## config.mk

```make
export PLATFORM = sky130hd
export DESIGN_NAME = log_arbiter
export DESIGN_NICKNAME = d
export VERILOG_FILES = /design/src/rtl/log_arbiter.sv
export SDC_FILE = /design/constraint.sdc
export NUM_CORES = 1
export LEC_CHECK = 0
export ABC_AREA = 0
export BUFFER_PORTS_ARGS = -buffer_cell sky130_fd_sc_hd__buf_2
export CORE_MARGIN = 3
export CORE_UTILIZATION = 55
export CTS_BUF_LIST = sky130_fd_sc_hd__clkbuf_8
export DETAILED_ROUTE_END_ITERATION = 8
export PLACE_DENSITY_LB_ADDON = 0.08
export SETUP_SLACK_MARGIN = 0.15
export SLEW_MARGIN = 0
export SYNTH_ARGS = -nofsm -noshare
export SYNTH_HDL_FRONTEND = slang
export SYNTH_SLANG_ARGS = --single-unit
```

## constraint.sdc

```tcl
create_clock -name clk -period 7.3 [get_ports clk]
set_clock_uncertainty 0.05 [all_clocks]
set_input_delay 0.365 -clock clk [delete_from_list [all_inputs] [get_ports clk]]
set_output_delay 0.365 -clock clk [all_outputs]
set_load 0.02 [all_outputs]
```

## src/rtl/log_arbiter.sv

```systemverilog
// Round-robin event-log arbiter: severity filter, timestamping and an output FIFO toward one sink.
// Optional FATAL drain-and-halt behaviour is enabled by defining LOG_ARBITER_FATAL_HALT_EN.
module log_arbiter #(
  parameter int NUM_SRC   = 4,
  parameter int PAYLOAD_W = 32,
  parameter int TS_W      = 32,
  parameter int DEPTH     = 4
) (
  input  logic                           clk,
  input  logic                           rst_n,
  input  logic [NUM_SRC-1:0]             src_valid,
  output logic [NUM_SRC-1:0]             src_ready,
  input  logic [3*NUM_SRC-1:0]           src_level,
  input  logic [PAYLOAD_W*NUM_SRC-1:0]   src_payload,
  input  logic [2:0]                     min_level,
  output logic                           log_valid,
  input  logic                           log_ready,
  output logic [$clog2(NUM_SRC)-1:0]     log_src,
  output logic [2:0]                     log_level,
  output logic [PAYLOAD_W-1:0]           log_payload,
  output logic [TS_W-1:0]                log_timestamp,
  output logic [15:0]                    filtered_count,
  output logic                           halt
);

  localparam int SRC_W = $clog2(NUM_SRC);
  localparam int PTR_W = $clog2(DEPTH);
  localparam int CNT_W = PTR_W + 1;
  localparam logic [CNT_W-1:0] DEPTH_C  = CNT_W'(DEPTH);
  localparam logic [SRC_W-1:0] LAST_SRC = SRC_W'(NUM_SRC - 1);

  function automatic logic [2:0] eff_level(input logic [2:0] lvl);
    return (lvl > 3'd5) ? 3'd2 : lvl;
  endfunction

  function automatic logic [15:0] sat_inc16(input logic [15:0] v);
    return (v == 16'hFFFF) ? v : v + 16'd1;
  endfunction

  logic [SRC_W-1:0]     rr;
  logic [SRC_W-1:0]     gnt_idx;
  logic                 gnt_vld;
  logic                 grant_en;
  logic                 run_en;
  logic [2:0]           sel_lvl;
  logic [PAYLOAD_W-1:0] sel_pay;
  logic                 push;
  logic                 pop;
  logic [TS_W-1:0]      ts;
  logic [CNT_W-1:0]     count;
  logic [CNT_W-1:0]     count_next;
  logic [PTR_W-1:0]     wr_ptr;
  logic [PTR_W-1:0]     rd_ptr;

  logic [SRC_W-1:0]     mem_src [DEPTH];
  logic [2:0]           mem_lvl [DEPTH];
  logic [PAYLOAD_W-1:0] mem_pay [DEPTH];
  logic [TS_W-1:0]      mem_ts  [DEPTH];

  // Grants are withheld during reset so src_ready reads zero while rst_n is low.
  assign grant_en = rst_n && run_en && (count < DEPTH_C);

  always_comb begin
    int idx;
    idx     = 0;
    gnt_vld = 1'b0;
    gnt_idx = '0;
    for (int k = 0; k < NUM_SRC; k++) begin
      idx = int'(rr) + k;
      if (idx >= NUM_SRC) idx = idx - NUM_SRC;
      if (!gnt_vld && src_valid[idx[SRC_W-1:0]]) begin
        gnt_vld = 1'b1;
        gnt_idx = idx[SRC_W-1:0];
      end
    end
    gnt_vld = gnt_vld && grant_en;
  end

  always_comb begin
    src_ready = '0;
    if (gnt_vld) src_ready[gnt_idx] = 1'b1;
  end

  assign sel_lvl = eff_level(src_level[int'(gnt_idx)*3 +: 3]);
  assign sel_pay = src_payload[int'(gnt_idx)*PAYLOAD_W +: PAYLOAD_W];
  assign push    = gnt_vld && (sel_lvl >= min_level);
  assign pop     = (count != '0) && log_ready;

  always_comb begin
    count_next = count;
    if (push && !pop)      count_next = count + 1'b1;
    else if (!push && pop) count_next = count - 1'b1;
  end

  always_ff @(posedge clk or negedge rst_n) begin
    if (!rst_n) begin
      rr             <= '0;
      ts             <= '0;
      count          <= '0;
      wr_ptr         <= '0;
      rd_ptr         <= '0;
      filtered_count <= '0;
    end else begin
      ts    <= ts + 1'b1;
      count <= count_next;
      if (gnt_vld) rr <= (gnt_idx == LAST_SRC) ? '0 : gnt_idx + 1'b1;
      if (gnt_vld && !push) filtered_count <= sat_inc16(filtered_count);
      if (push) wr_ptr <= wr_ptr + 1'b1;
      if (pop)  rd_ptr <= rd_ptr + 1'b1;
    end
  end

  // Queue storage carries no reset; the head is masked while the FIFO is empty.
  always_ff @(posedge clk) begin
    if (push) begin
      mem_src[wr_ptr] <= gnt_idx;
      mem_lvl[wr_ptr] <= sel_lvl;
      mem_pay[wr_ptr] <= sel_pay;
      mem_ts[wr_ptr]  <= ts;
    end
  end

  assign log_valid     = (count != '0);
  assign log_src       = log_valid ? mem_src[rd_ptr] : '0;
  assign log_level     = log_valid ? mem_lvl[rd_ptr] : '0;
  assign log_payload   = log_valid ? mem_pay[rd_ptr] : '0;
  assign log_timestamp = log_valid ? mem_ts[rd_ptr]  : '0;

`ifdef LOG_ARBITER_FATAL_HALT_EN
  typedef enum logic [1:0] {RUN, DRAIN, HALTED} state_t;
  state_t state;
  logic   halt_r;

  // HALTED is entered as soon as the FIFO is known to be empty next cycle.
  always_ff @(posedge clk or negedge rst_n) begin
    if (!rst_n) begin
      state  <= RUN;
      halt_r <= 1'b0;
    end else begin
      case (state)
        RUN:     if (push && sel_lvl == 3'd5) state <= DRAIN;
        DRAIN:   if (count_next == '0) begin
                   state  <= HALTED;
                   halt_r <= 1'b1;
                 end
        HALTED:  state <= HALTED;
        default: state <= RUN;
      endcase
    end
  end

  assign run_en = (state == RUN);
  assign halt   = halt_r;
`else
  assign run_en = 1'b1;
  assign halt   = 1'b0;
`endif

endmodule

```

# After elaboration in Yosys (flattened, before gate mapping)

Memory sizes are Yosys's and may differ from the RTL's.
Cells that the tools add are included.

Add/subtract/negate cells: 14
Multipliers: 1
Order comparisons: 13
Eq/ne operators: 2
Shifts and indexed selects: 2
Mux-type cells: 33
Bitwise operators: 1
Reduce and logical (&&, ||, !) cells: 19

Operator list:

| cell                                                                                | number |
|---|---|
| 128-bit by 8-bit variable part select with 32-bit output                            | 1 |
| 32-bit 2-to-1 mux                                                                   | 2 |
| 32-bit by 1-bit adder with 32-bit output, second input constant                     | 1 |
| 2-bit 2-to-1 mux                                                                    | 10 |
| 16-bit by 1-bit adder with 16-bit output, second input constant                     | 1 |
| 16-bit == test, second input constant                                               | 1 |
| 2-bit by 3-bit less-than comparator with 1-bit output, second input constant        | 5 |
| 3-bit 2-to-1 mux                                                                    | 4 |
| 12-bit by 5-bit variable part select with 3-bit output                              | 1 |
| 1-bit logical AND                                                                   | 11 |
| 1-bit 2-to-1 mux                                                                    | 11 |
| 3-bit greater-or-equal comparator, second input constant                            | 3 |
| 1-bit binary-select mux with 2-bit select                                           | 4 |
| 2-bit by 1-bit subtractor with 2-bit output, second input constant                  | 4 |
| 2-bit by 1-bit adder with 2-bit output, second input constant                       | 3 |
| 2-bit by 2-bit adder with 3-bit output, second input constant                       | 2 |
| 1-bit logical NOT                                                                   | 5 |
| 2-bit by 2-bit multiplier with 4-bit output, second input constant                  | 1 |
| 4-bit 2-to-1 mux                                                                    | 1 |
| 2-bit by 1-bit adder with 3-bit output, second input constant                       | 1 |
| 3-bit by 1-bit adder with 3-bit output, second input constant                       | 1 |
| 2-bit by 3-bit greater-or-equal comparator with 1-bit output, second input constant | 1 |
| 3-bit greater-or-equal comparator                                                   | 1 |
| 3-bit > comparator, second input constant                                           | 1 |
| 9 further kinds                                                                     | 9 |

Register bits after elaboration: 57
Memory bits (writable): 276
Bits of input ports: 150
Output and inout port bits: 91
Logic and storage cells: 95
Memories: 4

Memories:

| memory  | words | width | rd ports | clocked after Yosys merged registers in | write ports | line | RTL |
|---|---|---|---|---|---|---|---|
| mem_pay | 4     | 32    | 1        | 0                                       | 1           | 57   | `logic [PAYLOAD_W-1:0] mem_pay [DEPTH];` |
| mem_ts  | 4     | 32    | 1        | 0                                       | 1           | 58   | `logic [TS_W-1:0] mem_ts [DEPTH];` |
| mem_lvl | 4     | 3     | 1        | 0                                       | 1           | 56   | `logic [2:0] mem_lvl [DEPTH];` |
| mem_src | 4     | 2     | 1        | 0                                       | 1           | 55   | `logic [SRC_W-1:0] mem_src [DEPTH];` |

# Depth between registers and ports, before layout

Gate-level depths: netlist of the first run.

Depth after elaboration: 24
Mapped depth: 19
Mapped depth without buffers: 18

# Least setup slack after synthesis of the first run

Ideal clock, no wire load.

Path kind: flip-flop to flip-flop
Start: register rr[1]
End: memory mem_lvl[0][0] (enable)
Library setup time: 435 ps
Arrival: 4136 ps
Required time: 6815 ps
Setup slack: 2679 ps
Cell stages (with the launch flop): 13
Buffers on the path: 0
Period minus slack after synthesis: 4621 ps
Cells stage by stage: dfrtp_1 -> mux2i_1 -> and2_1 -> nor3_4 -> inv_2 -> mux2i_1 -> mux2i_1 -> a221o_1 -> ha_1 -> nand2b_1 -> a21oi_1 -> o21ai_0 -> and3_1

Longest elaborated chain between the ends: 22
Elaborated cells between the ends (all ways): 46
Those cells by class: add/sub: 7; mul: 1; order compare: 6; shift: 1; mux: 23; reduce/logical: 8

Ends and longest elaborated chain:

| what                                                                            | line | RTL |
|---|---|---|
| start, declared                                                                 | 40   | `logic [SRC_W-1:0] rr;` |
| start signal, assigned                                                          | 106  | `if (gnt_vld) rr <= (gnt_idx == LAST_SRC) ? '0 : gnt_idx + 1'b1;` |
| branches (longest 19 deep; another with 2-bit by 1-bit adder with 3-bit output) | --   |  |
| 1-bit logical AND *                                                             | 86   | `assign push = gnt_vld && (sel_lvl >= min_level);` |
| 1-bit 2-to-1 mux *                                                              | 115  | `if (push) begin` |
| 1-bit 2-to-1 mux (not written as such) *                                        | 117  | `mem_lvl[wr_ptr] <= sel_lvl;` |
| end, declared                                                                   | 56   |  |

Mark *: on every way between the ends. The select of a mux whose other input is x is not followed.

# Worst setup path in the final report of the first run

Start: register rr[1]
End: memory mem_src[0][0] (netlist bit) (enable)

Longest elaborated chain between the ends: 22
Elaborated cells between the ends (all ways): 46
Those cells by class: add/sub: 7; mul: 1; order compare: 6; shift: 1; mux: 23; reduce/logical: 8

Ends and longest elaborated chain:

| what                                                                            | line | RTL |
|---|---|---|
| branches (longest 19 deep; another with 2-bit by 1-bit adder with 3-bit output) | --   |  |
| 1-bit logical AND *                                                             | 86   |  |
| 1-bit 2-to-1 mux *                                                              | 115  |  |
| 1-bit 2-to-1 mux (not written as such) *                                        | 116  | `mem_src[wr_ptr] <= gnt_idx;` |
| end, declared                                                                   | 55   |  |

Marked as above.

==> out/qor.json, run 1 <==
{
  "ys.flop_type": {"value": "sky130_fd_sc_hd__edfxtp_1"},
  "cpMaxStageDelayCell": {"value": "sky130_fd_sc_hd__and3_4"},
  "clkSlewWorstSetupHoldPaths": {"value": 60, "unit": "ps"},
  "synth_nets": {"value": 1085},
  "reg2reg_setup_slack": {"value": 2560, "unit": "ps"},
  "async_flop_share": {"value": 17.1, "unit": "%"},
  "post_synth_edffs": {"value": 276},
  "max-clock-path-buffers": {"value": 3},
  "avgSynthCellArea": {"value": 15.5, "unit": "um^2"},
  "place_congestion": {"value": 0.828},
  "status": {"value": "finished, final reports clean"},
  "multi_input_gate_area": {"value": 4310, "unit": "um^2"},
  "hold_bufs_at_cts": {"value": 1},
  "route.detailed.drc": {"value": 0},
  "synth.yosys.seq_area_share": {"value": 68.2, "unit": "%"},
  "slew_headroom": {"value": 23.6, "unit": "%"},
  "number_of_antenna_violations_at_the_first_check_in_global_routing": {"value": 0},
  "post-synth-top-area-cell": {"value": "sky130_fd_sc_hd__edfxtp_1"},
  "cp.arrival": {"value": 4860, "unit": "ps"},
  "drt_pre_antenna_iters": {"value": 5},
  "final_cell_area": {"value": 16800, "unit": "um^2"},
  "max_cap_violations": {"value": 0},
  "flop_and_latch_count_out_of_synthesis": {"value": 333},
  "via_per_inst": {"value": 5.52},
  "max_freq": {"value": 0.211, "unit": "GHz"},
  "reg2regPathDepth": {"value": 12},
  "place.port_buffers": {"value": 239},
  "place_area": {"value": 15700, "unit": "um^2"},
  "wire_per_inst": {"value": 19.0, "unit": "um"},
  "setup.worst_path.start_class": {"value": "register"},
  "htree_levels": {"value": 2},
  "placement.setup.worst_slack": {"value": 2580, "unit": "ps"},
  "timing_worst_slew_pin_value": {"value": 1150, "unit": "ps"},
  "cts_buffers": {"value": 53},
  "finalCriticalPeriod": {"value": 4740, "unit": "ps"},
  "register_area": {"value": 9720, "unit": "um^2"},
  "synthesis.area": {"value": 14200, "unit": "um^2"},
  "insertedDiodeCount": {"value": 0},
  "critical_path_peak_fanout": {"value": 75},
  "layout_cell_share_with_drive_strength_beyond_1": {"value": 33.1, "unit": "%"},
  "tritoncts_num_sinks": {"value": 333},
  "netlist-cell-type-count": {"value": 41},
  "cts_tree": {"value": "done"},
  "nets": {"value": 1339},
  "drt_iter0_markers": {"value": 607},
  "path_cells": {"value": "mux2i_1 -> and2_1 -> nor3_4 -> buf_4 -> mux2i_1 -> mux2i_1 -> a221o_1 -> ha_1 -> nand2b_1 -> a21oi_1 -> o21ai_0 -> and3_4"},
  "worstReg2RegEnd": {"value": "mem_src[0][0]"},
  "detailed_place_hpwl": {"value": 17900, "unit": "um"},
  "post-cts-setup-buffer-count": {"value": 0},
  "detail_route.wirelength.met1": {"value": 12700, "unit": "um"},
  "peakVddDrop": {"value": 0.000277, "unit": "V"},
  "vias": {"value": 8543},
  "layout_common_cells": {"value": "sky130_fd_sc_hd__edfxtp_1, sky130_fd_sc_hd__buf_2, sky130_fd_sc_hd__nand2_1"},
  "grt_pass1_wl": {"value": 46600, "unit": "um"},
  "clk-insertion-delay-late": {"value": 570, "unit": "ps"},
  "post-route-util": {"value": 66.5, "unit": "%"},
  "min-delay-path-class": {"value": "in -> reg"},
  "cp_top_family": {"value": "simple AND/OR/NAND/NOR gates"},
  "critPathRequiredTime": {"value": 7420, "unit": "ps"},
  "worst_hold_path.endpoint": {"value": "rd_ptr[1]"},
  "finalHoldViolations": {"value": 0},
  "maxUsedRoutingLayer": {"value": "met4"},
  "post_synth_inst_count": {"value": 920},
  "timing.hold.worst.start": {"value": "log_ready"},
  "area_growth": {"value": 18.2, "unit": "%"},
  "layout.cells.most_common": {"value": "sky130_fd_sc_hd__edfxtp_1"},
  "via_count_of_the_first_global_routing_pass": {"value": 8784},
  "design.portCount": {"value": 241},
  "total_leakage_power": {"value": 6.59, "unit": "nW"},
  "yosys_warnings": {"value": 0},
  "wirelength": {"value": 29400, "unit": "um"},
  "post_synth_main_area_contributors": {"value": "sky130_fd_sc_hd__edfxtp_1, sky130_fd_sc_hd__mux4_2, sky130_fd_sc_hd__dfrtp_1"},
  "met3WireLength": {"value": 1780, "unit": "um"},
  "fillCellCount": {"value": 1857},
  "placeableCoreArea": {"value": 25300, "unit": "um^2"},
  "postCtsResizedCells": {"value": 0},
  "clock_tree.root_cell": {"value": "sky130_fd_sc_hd__clkbuf_8"},
  "overflow": {"value": 0},
  "report.final.setup_viol": {"value": 0},
  "setup_tns": {"value": 0, "unit": "ps"},
  "floorplan.die_area": {"value": 27900, "unit": "um^2"},
  "die_y": {"value": 167, "unit": "um"},
  "floorplan.initialDensity": {"value": 56.2, "unit": "%"},
  "yosysTopAreaCellShare": {"value": 58.2, "unit": "%"},
  "worst_slack": {"value": 2560, "unit": "ps"},
  "grt_max_degree": {"value": 76},
  "path_class": {"value": "reg -> reg"},
  "route.antenna.remaining_nets": {"value": 0},
  "crit-reg2reg-launch": {"value": "rr[1]"},
  "critPathBufInv": {"value": 1},
  "worst_path_most_repeated_cell": {"value": "sky130_fd_sc_hd__mux2i_1"},
  "worst_path_largest_cell_delay": {"value": 960, "unit": "ps"},
  "total_power": {"value": 6.37, "unit": "mW"},
  "slew_violations": {"value": 0},
  "p_per_area": {"value": 378, "unit": "nW/um^2"},
  "die_w": {"value": 167, "unit": "um"},
  "whs_path_depth": {"value": 3},
  "fin_crit_sh": {"value": 64.9, "unit": "%"},
  "critical_path.endpoint_type": {"value": "register"},
  "gr-usage-all-layers": {"value": 21.0, "unit": "%"},
  "met2_length": {"value": 14400, "unit": "um"},
  "grt_setup_unrepaired": {"value": "false"},
  "rows": {"value": 58}
}
worst max path at each step:
stage	endpoint	from	slack, ps	cells after the start
final	mem_src[0][0]	rr[1]	2560	12
after global routing	count[2]	rr[1]	2180	19
after CTS	mem_ts[0][9]	rr[1]	2570	13
after detailed placement	mem_ts[0][14]	src_valid[0]	2580	13
after global placement	mem_ts[1][14]	src_valid[0]	2650	13
after floorplan	mem_lvl[0][0]	rr[1]	2680	12
layout make-up:
cell class / instances / share of cell area (%)
Inverter: 13 / 0.290
Timing Repair Buffer: 248 / 7.52
Clock inverter: 37 / 1.41
Tap cell: 330 / 2.45
Clock buffer: 61 / 4.99
Sequential cell: 333 / 57.8
Multi-Input combinational cell: 525 / 25.6
kinds of logic after synthesis:
group	share of synthesized area (%)
flip-flops	68.2
multiplexers	11.8
AO/OA/AOI/OAI	2.00
adder cells (fa/ha/maj)	1.37
buffers and inverters	1.77
AND/OR/NAND/NOR	11.8
other	0.0263
XOR/XNOR	3.07
cell usage after synthesis, drive strengths merged (3+ instances only):
| master | n |
|---|---|
| buf | 15 |
| mux2 | 3 |
| o21ai | 3 |
| edfxtp | 276 |
| and2 | 76 |
| and4 | 4 |
| nand4 | 16 |
| mux2i | 9 |
| ha | 14 |
| mux4 | 69 |
| clkbuf | 34 |
| xor2 | 9 |
| a31oi | 32 |
| nor2 | 10 |
| dfrtp | 57 |
| a21oi | 4 |
| xnor2 | 41 |
| nand3 | 17 |
| nor3 | 7 |
| nand2 | 150 |
| and3 | 45 |
| inv | 13 |
worst register-to-register path: cells and delay by family (launching register included):
kind	cells	cell delay (ps)
DFF	1	440
adders and majority gates	1	270
AOI/OAI and AO/OA	3	830
and+or+nand+nor	4	1420
muxes	3	550
buffers and inverters	1	640
registers in the layout (all words and copies together) (netlist names):
name            flops
count               3
filtered_count     16
ts                 32
mem_ts            128
rd_ptr              2
mem_lvl            12
wr_ptr              2
mem_pay           128
mem_src             8
rr                  2
metrics by stage:
stage / cells / hold WS [ps]
finish: 1547 / 71.9
global route: 1547 / 60.0
CTS: 1547 / 30.2
detailed placement: 1448 / 342
global placement: 1448 / 337
floorplan: 920 / 19.4
report_power, final:
| part | internal (mW) | leakage, nW | switching [mW] |
|---|---|---|---|
| clock | 0.870 | 0.624 | 0.695 |
| combinational | 0.920 | 2.68 | 1.29 |
| sequential | 2.38 | 3.29 | 0.211 |
| total | 4.17 | 6.59 | 2.19 |
per-layer routing:
layer  up-vias  GRT usage, %
li1       3967             -
met2       261          34.5
met1      4264          29.3
met4         0          6.24
met5         -             0
met3        51          3.87
No activity file was read; power rests on OpenSTA's default activity.
==> inputs of run 2 (changes only) <==
--- a/config.mk
+++ b/config.mk
@@ -8,7 +8,7 @@
 export ABC_AREA = 0
 export BUFFER_PORTS_ARGS = -buffer_cell sky130_fd_sc_hd__buf_2
 export CORE_MARGIN = 3
-export CORE_UTILIZATION = 55
+export CORE_UTILIZATION = 53
 export CTS_BUF_LIST = sky130_fd_sc_hd__clkbuf_8
 export DETAILED_ROUTE_END_ITERATION = 8
 export PLACE_DENSITY_LB_ADDON = 0.08
==> constraint.sdc (replaced) <==
create_clock -name clk -period 4.2 [get_ports clk]
set_clock_uncertainty 0.05 [all_clocks]
set_input_delay 0.21 -clock clk [delete_from_list [all_inputs] [get_ports clk]]
set_output_delay 0.21 -clock clk [all_outputs]
set_load 0.02 [all_outputs]
==> run 2 against run 1 <==
Clock-buffer cell count shrank 4. Wire length rose by 2.8%. Worst setup slack lost 2200 ps. Sequential share of layout area fell by 0.49 points. Worst hold slack got worse by 10 ps. Global-route usage is 0.073 points higher. Register-to-register slack worse by 2200 ps. Non-clock buffer count is 14 higher. Flip-flop and latch count unchanged. Utilization down 1.7 points. Critical path type unchanged. Highest routed layer unchanged.
==> out/qor.json, run 2 (synthesis results as in run 1) <==
{
  "wirelength": {"value": 30300, "unit": "um", "change": "+2.8%"},
  "power_frac_seq": {"value": 40.3, "unit": "%", "change": "-0.5 points"},
  "via_count_of_the_first_global_routing_pass": {"value": 8883, "change": "+1.1%"},
  "rows": {"value": 59, "change": "+1.7%"},
  "max_freq": {"value": 0.259, "unit": "GHz", "change": "+23%"},
  "die_y": {"value": 170, "unit": "um", "change": "+1.8%"},
  "path_class": {"value": "reg -> reg"},
  "clkSlewWorstSetupHoldPaths": {"value": 60, "unit": "ps", "change": "about the same"},
  "design.portCount": {"value": 241, "change": "unchanged"},
  "cts_tree": {"value": "done"},
  "clk-insertion-delay-late": {"value": 550, "unit": "ps", "change": "-20 ps"},
  "vias": {"value": 8609, "change": "+0.77%"},
  "report.final.setup_viol": {"value": 0, "change": "unchanged"},
  "max-clock-path-buffers": {"value": 3, "change": "unchanged"},
  "tritoncts_num_sinks": {"value": 333, "change": "unchanged"},
  "floorplan.initialDensity": {"value": 54.4, "unit": "%", "change": "-1.9 points"},
  "floorplan.die_area": {"value": 28900, "unit": "um^2", "change": "+3.6%"},
  "peakVddDrop": {"value": 0.000443, "unit": "V", "change": "+60%"},
  "layout.cells.most_common": {"value": "sky130_fd_sc_hd__edfxtp_1"},
  "timing_worst_slew_pin_value": {"value": 769, "unit": "ps", "change": "-378 ps"},
  "p_per_area": {"value": 644, "unit": "nW/um^2", "change": "+70%"},
  "cts_buffers": {"value": 52, "change": "-1.9%"},
  "slew_headroom": {"value": 48.8, "unit": "%", "change": "+25 points"},
  "place_area": {"value": 15900, "unit": "um^2", "change": "+1.2%"},
  "grt_use_met3": {"value": 3.93, "unit": "%", "change": "+0.057 points"},
  "nets": {"value": 1352, "change": "+0.97%"},
  "grt.met1_usage": {"value": 28.0, "unit": "%", "change": "-1.2 points"},
  "reg2reg_setup_slack": {"value": 340, "unit": "ps", "change": "-2220 ps"},
  "layout_common_cells": {"value": "sky130_fd_sc_hd__edfxtp_1, sky130_fd_sc_hd__buf_2, sky130_fd_sc_hd__nand2_1"},
  "sw_pwr": {"value": 3.81, "unit": "mW", "change": "+74%"},
  "gr-usage-all-layers": {"value": 21.1, "unit": "%", "change": "+0.073 points"},
  "finalCriticalPeriod": {"value": 3860, "unit": "ps", "change": "-878 ps"},
  "setup_tns": {"value": 0, "unit": "ps", "change": "unchanged"},
  "grt_pass1_wl": {"value": 47600, "unit": "um", "change": "+2.1%"},
  "finalHoldViolations": {"value": 0, "change": "unchanged"},
  "route.antenna.remaining_nets": {"value": 0, "change": "unchanged"},
  "drt_iter0_markers": {"value": 463, "change": "-24%"},
  "critical_path_peak_fanout": {"value": 5, "change": "-93%"},
  "via_per_inst": {"value": 5.50, "change": "-0.45%"},
  "die_w": {"value": 170, "unit": "um", "change": "+1.8%"},
  "wire_per_inst": {"value": 19.3, "unit": "um", "change": "+1.6%"},
  "overflow": {"value": 0, "change": "unchanged"},
  "cellInternalPower": {"value": 7.13, "unit": "mW", "change": "+71%"},
  "slew_violations": {"value": 0, "change": "unchanged"},
  "placeableCoreArea": {"value": 26200, "unit": "um^2", "change": "+3.5%"},
  "switch_share": {"value": 34.8, "unit": "%", "change": "+0.40 points"},
  "route.detailed.drc": {"value": 0, "change": "unchanged"},
  "min-delay-path-class": {"value": "in -> reg"},
  "fin_crit_sh": {"value": 92.0, "unit": "%", "change": "+27 points"},
  "detailed_place_hpwl": {"value": 19400, "unit": "um", "change": "+8.3%"},
  "htree_levels": {"value": 2, "change": "unchanged"},
  "reg.largest.list": {"value": "mem_pay x128, mem_ts x128, ts x32"},
  "critPathRequiredTime": {"value": 4580, "unit": "ps", "change": "-2840 ps"},
  "max_cap_violations": {"value": 0, "change": "unchanged"},
  "place_congestion": {"value": 0.812, "change": "-1.9%"},
  "grt_setup_unrepaired": {"value": "false"},
  "layout_cell_share_with_drive_strength_beyond_1": {"value": 33.6, "unit": "%", "change": "+0.52 points"},
  "power_frac_clock": {"value": 22.7, "unit": "%", "change": "-1.9 points"},
  "grt_max_degree": {"value": 72, "change": "-5.3%"},
  "place.port_buffers": {"value": 239, "change": "unchanged"},
  "combinationalPowerShare": {"value": 37.1, "unit": "%", "change": "+2.5 points"},
  "global_route.usage.met2": {"value": 36.2, "unit": "%", "change": "+1.8 points"},
  "number_of_antenna_violations_at_the_first_check_in_global_routing": {"value": 0, "change": "unchanged"},
  "cp.arrival": {"value": 4250, "unit": "ps", "change": "-610 ps"},
  "total_leakage_power": {"value": 6.65, "unit": "nW", "change": "+0.82%"},
  "clock_tree.root_cell": {"value": "sky130_fd_sc_hd__clkbuf_8"},
  "drt_pre_antenna_iters": {"value": 4, "change": "-1"},
  "status": {"value": "finished, final reports clean"},
  "critical_path.endpoint_type": {"value": "register"},
  "final_cell_area": {"value": 17000, "unit": "um^2", "change": "+0.85%"},
  "area_growth": {"value": 19.2, "unit": "%"},
  "setup.worst_path.start_class": {"value": "register"},
  "grt-busiest-layer": {"value": "met2"},
  "insertedDiodeCount": {"value": 0, "change": "unchanged"}
}
## run 2: metal layers
layer | part of all wire, % | wire length [um]
met2 | 51 | 15400
met5 | 0 | 0
met3 | 5.5 | 1670
met4 | 2.0 | 593
met1 | 42 | 12600
## run 2: cell type report
class | instances | area [um^2]
Fill cell | 1982 | 9230
Multi-Input combinational cell | 525 | 4330
Timing Repair Buffer | 262 | 1480
Clock buffer | 57 | 785
Clock inverter | 41 | 196
Sequential cell | 333 | 9720
Tap cell | 335 | 419
Inverter | 13 | 48.8
## run 2: final timing paths
check / startpoint / to / depth (start not counted)
max: rr[1] / count[1] / 16
min: src_payload[38] / mem_pay[3][6] / 3
max reg2reg: rr[1] / count[1] / 16
min reg2reg: filtered_count[5] / filtered_count[5] / 1
max in group asynchronous: rst_n / rd_ptr[0] / 3
min in group asynchronous: rst_n / filtered_count[0] / 3
## run 2: critical path: stages (launching register included)
cell	delay [ps]
sky130_fd_sc_hd__dfrtp_2	470
sky130_fd_sc_hd__mux2i_1	140
sky130_fd_sc_hd__and2_1	190
sky130_fd_sc_hd__nor3_4	230
sky130_fd_sc_hd__inv_2	130
sky130_fd_sc_hd__mux2i_4	200
sky130_fd_sc_hd__mux2i_2	130
sky130_fd_sc_hd__a221o_1	350
sky130_fd_sc_hd__ha_1	270
sky130_fd_sc_hd__nand2b_1	150
sky130_fd_sc_hd__a21oi_2	160
sky130_fd_sc_hd__o21ai_1	90
sky130_fd_sc_hd__and2_1	210
sky130_fd_sc_hd__ha_1	240
sky130_fd_sc_hd__inv_1	70
sky130_fd_sc_hd__fa_1	400
sky130_fd_sc_hd__mux2_2	270
## run 2: timing repair
item,in CTS,in global routing
gates resized for setup,0,11
hold buffers,2,0
setup buffers,0,0
endpoints found under the hold margin,59,0
setup endpoints to repair,0,8
## run 2: stage by stage
| stage | power, mW | util [%] | cells | hold WS, ps | worst slack, ps |
|---|---|---|---|---|---|
| floorplan | 7.18 | - | 920 | -136 | 343 |
| global placement | 8.52 | 60.8 | 1466 | 423 | 381 |
| detailed placement | 8.57 | 60.8 | 1466 | 423 | 279 |
| CTS | 11.1 | 64.6 | 1566 | 18.7 | 219 |
| global route | 11.6 | 64.8 | 1566 | 34.3 | 105 |
| finish | 10.9 | 64.8 | 1566 | 61.6 | 337 |
## run 2: power groups by stage
stage / Clock [mW] / Sequential (mW) / Combinational (mW)
5_1_grt: 2.72 / 4.46 / 4.43
3_5_place_dp: 0 / 4.48 / 4.09
4_1_cts: 2.56 / 4.41 / 4.11
3_3_place_gp: 0 / 4.47 / 4.06
2_1_floorplan: 0 / 4.32 / 2.86
6_report: 2.48 / 4.40 / 4.06
==> inputs of run 3 (changes only) <==
--- a/config.mk
+++ b/config.mk
@@ -5,7 +5,7 @@
 export SDC_FILE = /design/constraint.sdc
 export NUM_CORES = 1
 export LEC_CHECK = 0
-export ABC_AREA = 0
+export ABC_AREA = 1
 export BUFFER_PORTS_ARGS = -buffer_cell sky130_fd_sc_hd__buf_2
 export CORE_MARGIN = 3
 export CORE_UTILIZATION = 53
==> run 3 against run 2 <==
Sequential share of layout area is 2.2 points lower. Global-route usage increased by 1.7 points. Cell count up 35%. Largest power group is now combinational cells.
==> out/qor.json, run 3 <==
{
  "worstReg2RegEnd": {"value": "count[1]"},
  "ys.flop_type": {"value": "sky130_fd_sc_hd__edfxtp_1"},
  "reg2reg_setup_slack": {"value": 340, "unit": "ps", "change": "about the same"},
  "via_count_of_the_first_global_routing_pass": {"value": 10900, "change": "+23%"},
  "yosys-top-cells-count": {"value": "sky130_fd_sc_hd__nor2_1, sky130_fd_sc_hd__edfxtp_1, sky130_fd_sc_hd__a21oi_1"},
  "placed_cells_incl_taps": {"value": 2019, "change": "+38%"},
  "flop_and_latch_count_out_of_synthesis": {"value": 333, "change": "unchanged"},
  "synth.yosys.seq_area_share": {"value": 64.3, "unit": "%", "change": "-3.9 points"},
  "route.antenna.remaining_nets": {"value": 0, "change": "unchanged"},
  "grt_setup_unrepaired": {"value": "false"},
  "floorplan.initialDensity": {"value": 54.1, "unit": "%", "change": "-0.27 points"},
  "crit-reg2reg-launch": {"value": "rr[0]"},
  "clk-insertion-delay-late": {"value": 560, "unit": "ps", "change": "about the same"},
  "place_congestion": {"value": 0.842, "change": "+3.8%"},
  "critical_path.endpoint": {"value": "count[1]"},
  "floorplan.die_area": {"value": 30600, "unit": "um^2", "change": "+5.9%"},
  "design.portCount": {"value": 241, "change": "unchanged"},
  "layout.cells.most_common": {"value": "sky130_fd_sc_hd__nor2_1"},
  "htree_levels": {"value": 2, "change": "unchanged"},
  "via_per_inst": {"value": 5.22, "change": "-5.1%"},
  "nets": {"value": 1865, "change": "+38%"},
  "max_freq": {"value": 0.259, "unit": "GHz", "change": "about the same"},
  "reg.largest.list": {"value": "mem_pay x128, mem_ts x128, ts x32"},
  "timing_worst_slew_pin_value": {"value": 954, "unit": "ps", "change": "+185 ps"},
  "drt_pre_antenna_iters": {"value": 5, "change": "+1"},
  "area_growth": {"value": 16.8, "unit": "%"},
  "number_of_antenna_violations_at_the_first_check_in_global_routing": {"value": 1, "change": "+1"},
  "overflow": {"value": 0, "change": "unchanged"},
  "critical_path_peak_fanout": {"value": 9, "change": "+4"},
  "reg2regPathDepth": {"value": 22, "change": "+6"},
  "drt_iter0_markers": {"value": 761, "change": "+64%"},
  "cts_tree": {"value": "done"},
  "critPathRequiredTime": {"value": 4580, "unit": "ps", "change": "about the same"},
  "die_w": {"value": 175, "unit": "um", "change": "+2.9%"},
  "place.port_buffers": {"value": 239, "change": "unchanged"},
  "multi_input_gate_area": {"value": 4660, "unit": "um^2", "change": "+7.6%"},
  "fin_crit_sh": {"value": 91.9, "unit": "%", "change": "about the same"},
  "final_cell_count_no_fill": {"value": 2116, "change": "+35%"},
  "route.detailed.drc": {"value": 0, "change": "unchanged"},
  "finalCriticalPeriod": {"value": 3860, "unit": "ps", "change": "-1.84 ps"},
  "wirelength": {"value": 35200, "unit": "um", "change": "+16%"},
  "slew_violations": {"value": 0, "change": "unchanged"},
  "vias": {"value": 11000, "change": "+28%"},
  "cp.arrival": {"value": 4240, "unit": "ps", "change": "about the same"},
  "status": {"value": "finished, final reports clean"},
  "rows": {"value": 61, "change": "+3.4%"},
  "die_y": {"value": 175, "unit": "um", "change": "+2.9%"},
  "avgSynthCellArea": {"value": 10.3, "unit": "um^2", "change": "-33%"},
  "post_synth_inst_count": {"value": 1461, "change": "+59%"},
  "place_area": {"value": 16600, "unit": "um^2", "change": "+4.4%"},
  "post_synth_edffs": {"value": 276, "change": "unchanged"},
  "tritoncts_num_sinks": {"value": 333, "change": "unchanged"},
  "fillCellCount": {"value": 2331, "change": "+18%"},
  "cts_buffers": {"value": 52, "change": "unchanged"},
  "final_cell_area": {"value": 17700, "unit": "um^2", "change": "+4.0%"},
  "wire_per_inst": {"value": 16.6, "unit": "um", "change": "-14%"},
  "clock_tree.root_cell": {"value": "sky130_fd_sc_hd__clkbuf_8"},
  "layout_cell_share_with_drive_strength_beyond_1": {"value": 21.5, "unit": "%", "change": "-12 points"},
  "min-delay-path-class": {"value": "in -> reg"},
  "path_class": {"value": "reg -> reg"},
  "post-route-util": {"value": 63.2, "unit": "%", "change": "-1.6 points"},
  "slew_headroom": {"value": 36.4, "unit": "%", "change": "-12 points"},
  "gr-usage-all-layers": {"value": 22.8, "unit": "%", "change": "+1.7 points"},
  "finalHoldViolations": {"value": 0, "change": "unchanged"},
  "setup.worst_path.start_class": {"value": "register"},
  "post-synth-top-area-cell": {"value": "sky130_fd_sc_hd__edfxtp_1"},
  "critical_path.endpoint_type": {"value": "register"},
  "p_per_area": {"value": 843, "unit": "nW/um^2", "change": "+31%"},
  "detailed_place_hpwl": {"value": 21600, "unit": "um", "change": "+11%"},
  "max_cap_violations": {"value": 0, "change": "unchanged"},
  "clkSlewWorstSetupHoldPaths": {"value": 60, "unit": "ps", "change": "about the same"},
  "yosys_warnings": {"value": 0, "change": "unchanged"},
  "grt_pass1_wl": {"value": 56100, "unit": "um", "change": "+18%"},
  "yosysTopAreaCellShare": {"value": 54.9, "unit": "%", "change": "-3.3 points"},
  "grt_max_degree": {"value": 98, "change": "+36%"},
  "placeableCoreArea": {"value": 27900, "unit": "um^2", "change": "+6.6%"},
  "setup_tns": {"value": 0, "unit": "ps", "change": "unchanged"},
  "netlist-cell-type-count": {"value": 38, "change": "-7.3%"},
  "total_leakage_power": {"value": 7.11, "unit": "nW", "change": "+6.9%"},
  "crit_start": {"value": "rr[0]"},
  "peakVddDrop": {"value": 0.000545, "unit": "V", "change": "+23%"},
  "register_area": {"value": 9720, "unit": "um^2", "change": "unchanged"},
  "synth_nets": {"value": 1626, "change": "+50%"},
  "yosys.cell_count.top_type": {"value": "sky130_fd_sc_hd__nor2_1"},
  "post_synth_main_area_contributors": {"value": "sky130_fd_sc_hd__edfxtp_1, sky130_fd_sc_hd__dfrtp_1, sky130_fd_sc_hd__nor2_1"},
  "async_flop_share": {"value": 17.1, "unit": "%", "change": "unchanged"},
  "synthesis.area": {"value": 15100, "unit": "um^2", "change": "+6.1%"},
  "max-clock-path-buffers": {"value": 3, "change": "unchanged"},
  "report.final.setup_viol": {"value": 0, "change": "unchanged"},
  "layout_common_cells": {"value": "sky130_fd_sc_hd__nor2_1, sky130_fd_sc_hd__edfxtp_1, sky130_fd_sc_hd__buf_2"}
}
-- run 3: worst min-delay path by stage --
stage                    startpoint  cells past startpoint        endpoint
finish              src_payload[90]                      3  mem_pay[3][26]
global route        src_payload[69]                      3   mem_pay[3][5]
CTS                 src_payload[90]                      3  mem_pay[0][26]
detailed placement        log_ready                      3       rd_ptr[0]
global placement          log_ready                      3       rd_ptr[0]
floorplan                     rst_n                      0        count[0]
-- run 3: timing repair --
item | CTS | global route
hold endpoints to repair | 59 | 0
hold buffers | 2 | 0
resized for setup | 1 | 4
buffers inserted | 1 | 2
pin swaps | 0 | 3
setup endpoints to repair | 3 | 156
-- run 3: metal layers --
layer	track usage, %	wire, um
met5	0	0
met2	38.2	17100
met4	6.12	653
met3	4.37	2170
met1	30.8	15300
-- run 3: metrics by stage --
step	hold slack (ps)	total power [mW]	worst slack, ps
floorplan	-136	10.3	192
detailed placement	433	12.4	37.5
global placement	439	12.3	235
finish	35.8	14.9	339
CTS	3.32	14.9	223
global route	36.0	15.9	130
-- run 3: cell type report --
cell class	count	area share, %
repair buffers	263	8.18
inverters	107	2.30
well taps	378	2.68
flip-flops and latches	333	55.1
clock inverters	33	0.865
diodes	1	0.0142
clock buffers	58	4.52
multi-input cells	943	26.4
-- run 3: cells by family after synthesis --
logic type	after synthesis	synth area share (%)
simple gates	527	14.6
compound gates	355	12.0
other cells	1	0.0248
buf+inv	185	5.22
mux	1	0.0745
flops	333	64.3
xor+xnor	44	2.55
fa+ha+maj	15	1.29
-- run 3: worst max-delay path: stages, from the launching register on --
cell and delay (ps):
sky130_fd_sc_hd__dfrtp_2 450, sky130_fd_sc_hd__buf_12 150, sky130_fd_sc_hd__nand2_2 60, sky130_fd_sc_hd__nand2_2 70, sky130_fd_sc_hd__nand2_1 110, sky130_fd_sc_hd__nand2_2 80, sky130_fd_sc_hd__nor2_4 140, sky130_fd_sc_hd__nand3_1 100
sky130_fd_sc_hd__nand3_1 90, sky130_fd_sc_hd__nand2_2 100, sky130_fd_sc_hd__inv_2 90, sky130_fd_sc_hd__nand3_1 100, sky130_fd_sc_hd__nand2_2 140, sky130_fd_sc_hd__a21oi_4 50, sky130_fd_sc_hd__ha_1 320, sky130_fd_sc_hd__a21oi_1 150
sky130_fd_sc_hd__o21ai_0 100, sky130_fd_sc_hd__a31oi_1 250, sky130_fd_sc_hd__nor2_2 130, sky130_fd_sc_hd__ha_1 220, sky130_fd_sc_hd__inv_1 100, sky130_fd_sc_hd__fa_1 430, sky130_fd_sc_hd__mux2_2 270
-- run 3: where the power goes --
group	total, mW	switching, mW	leakage [nW]	internal [mW]
logic	7.20	5.14	3.36	2.07
clock network	2.48	1.17	0.565	1.31
registers	5.19	0.293	3.18	4.90
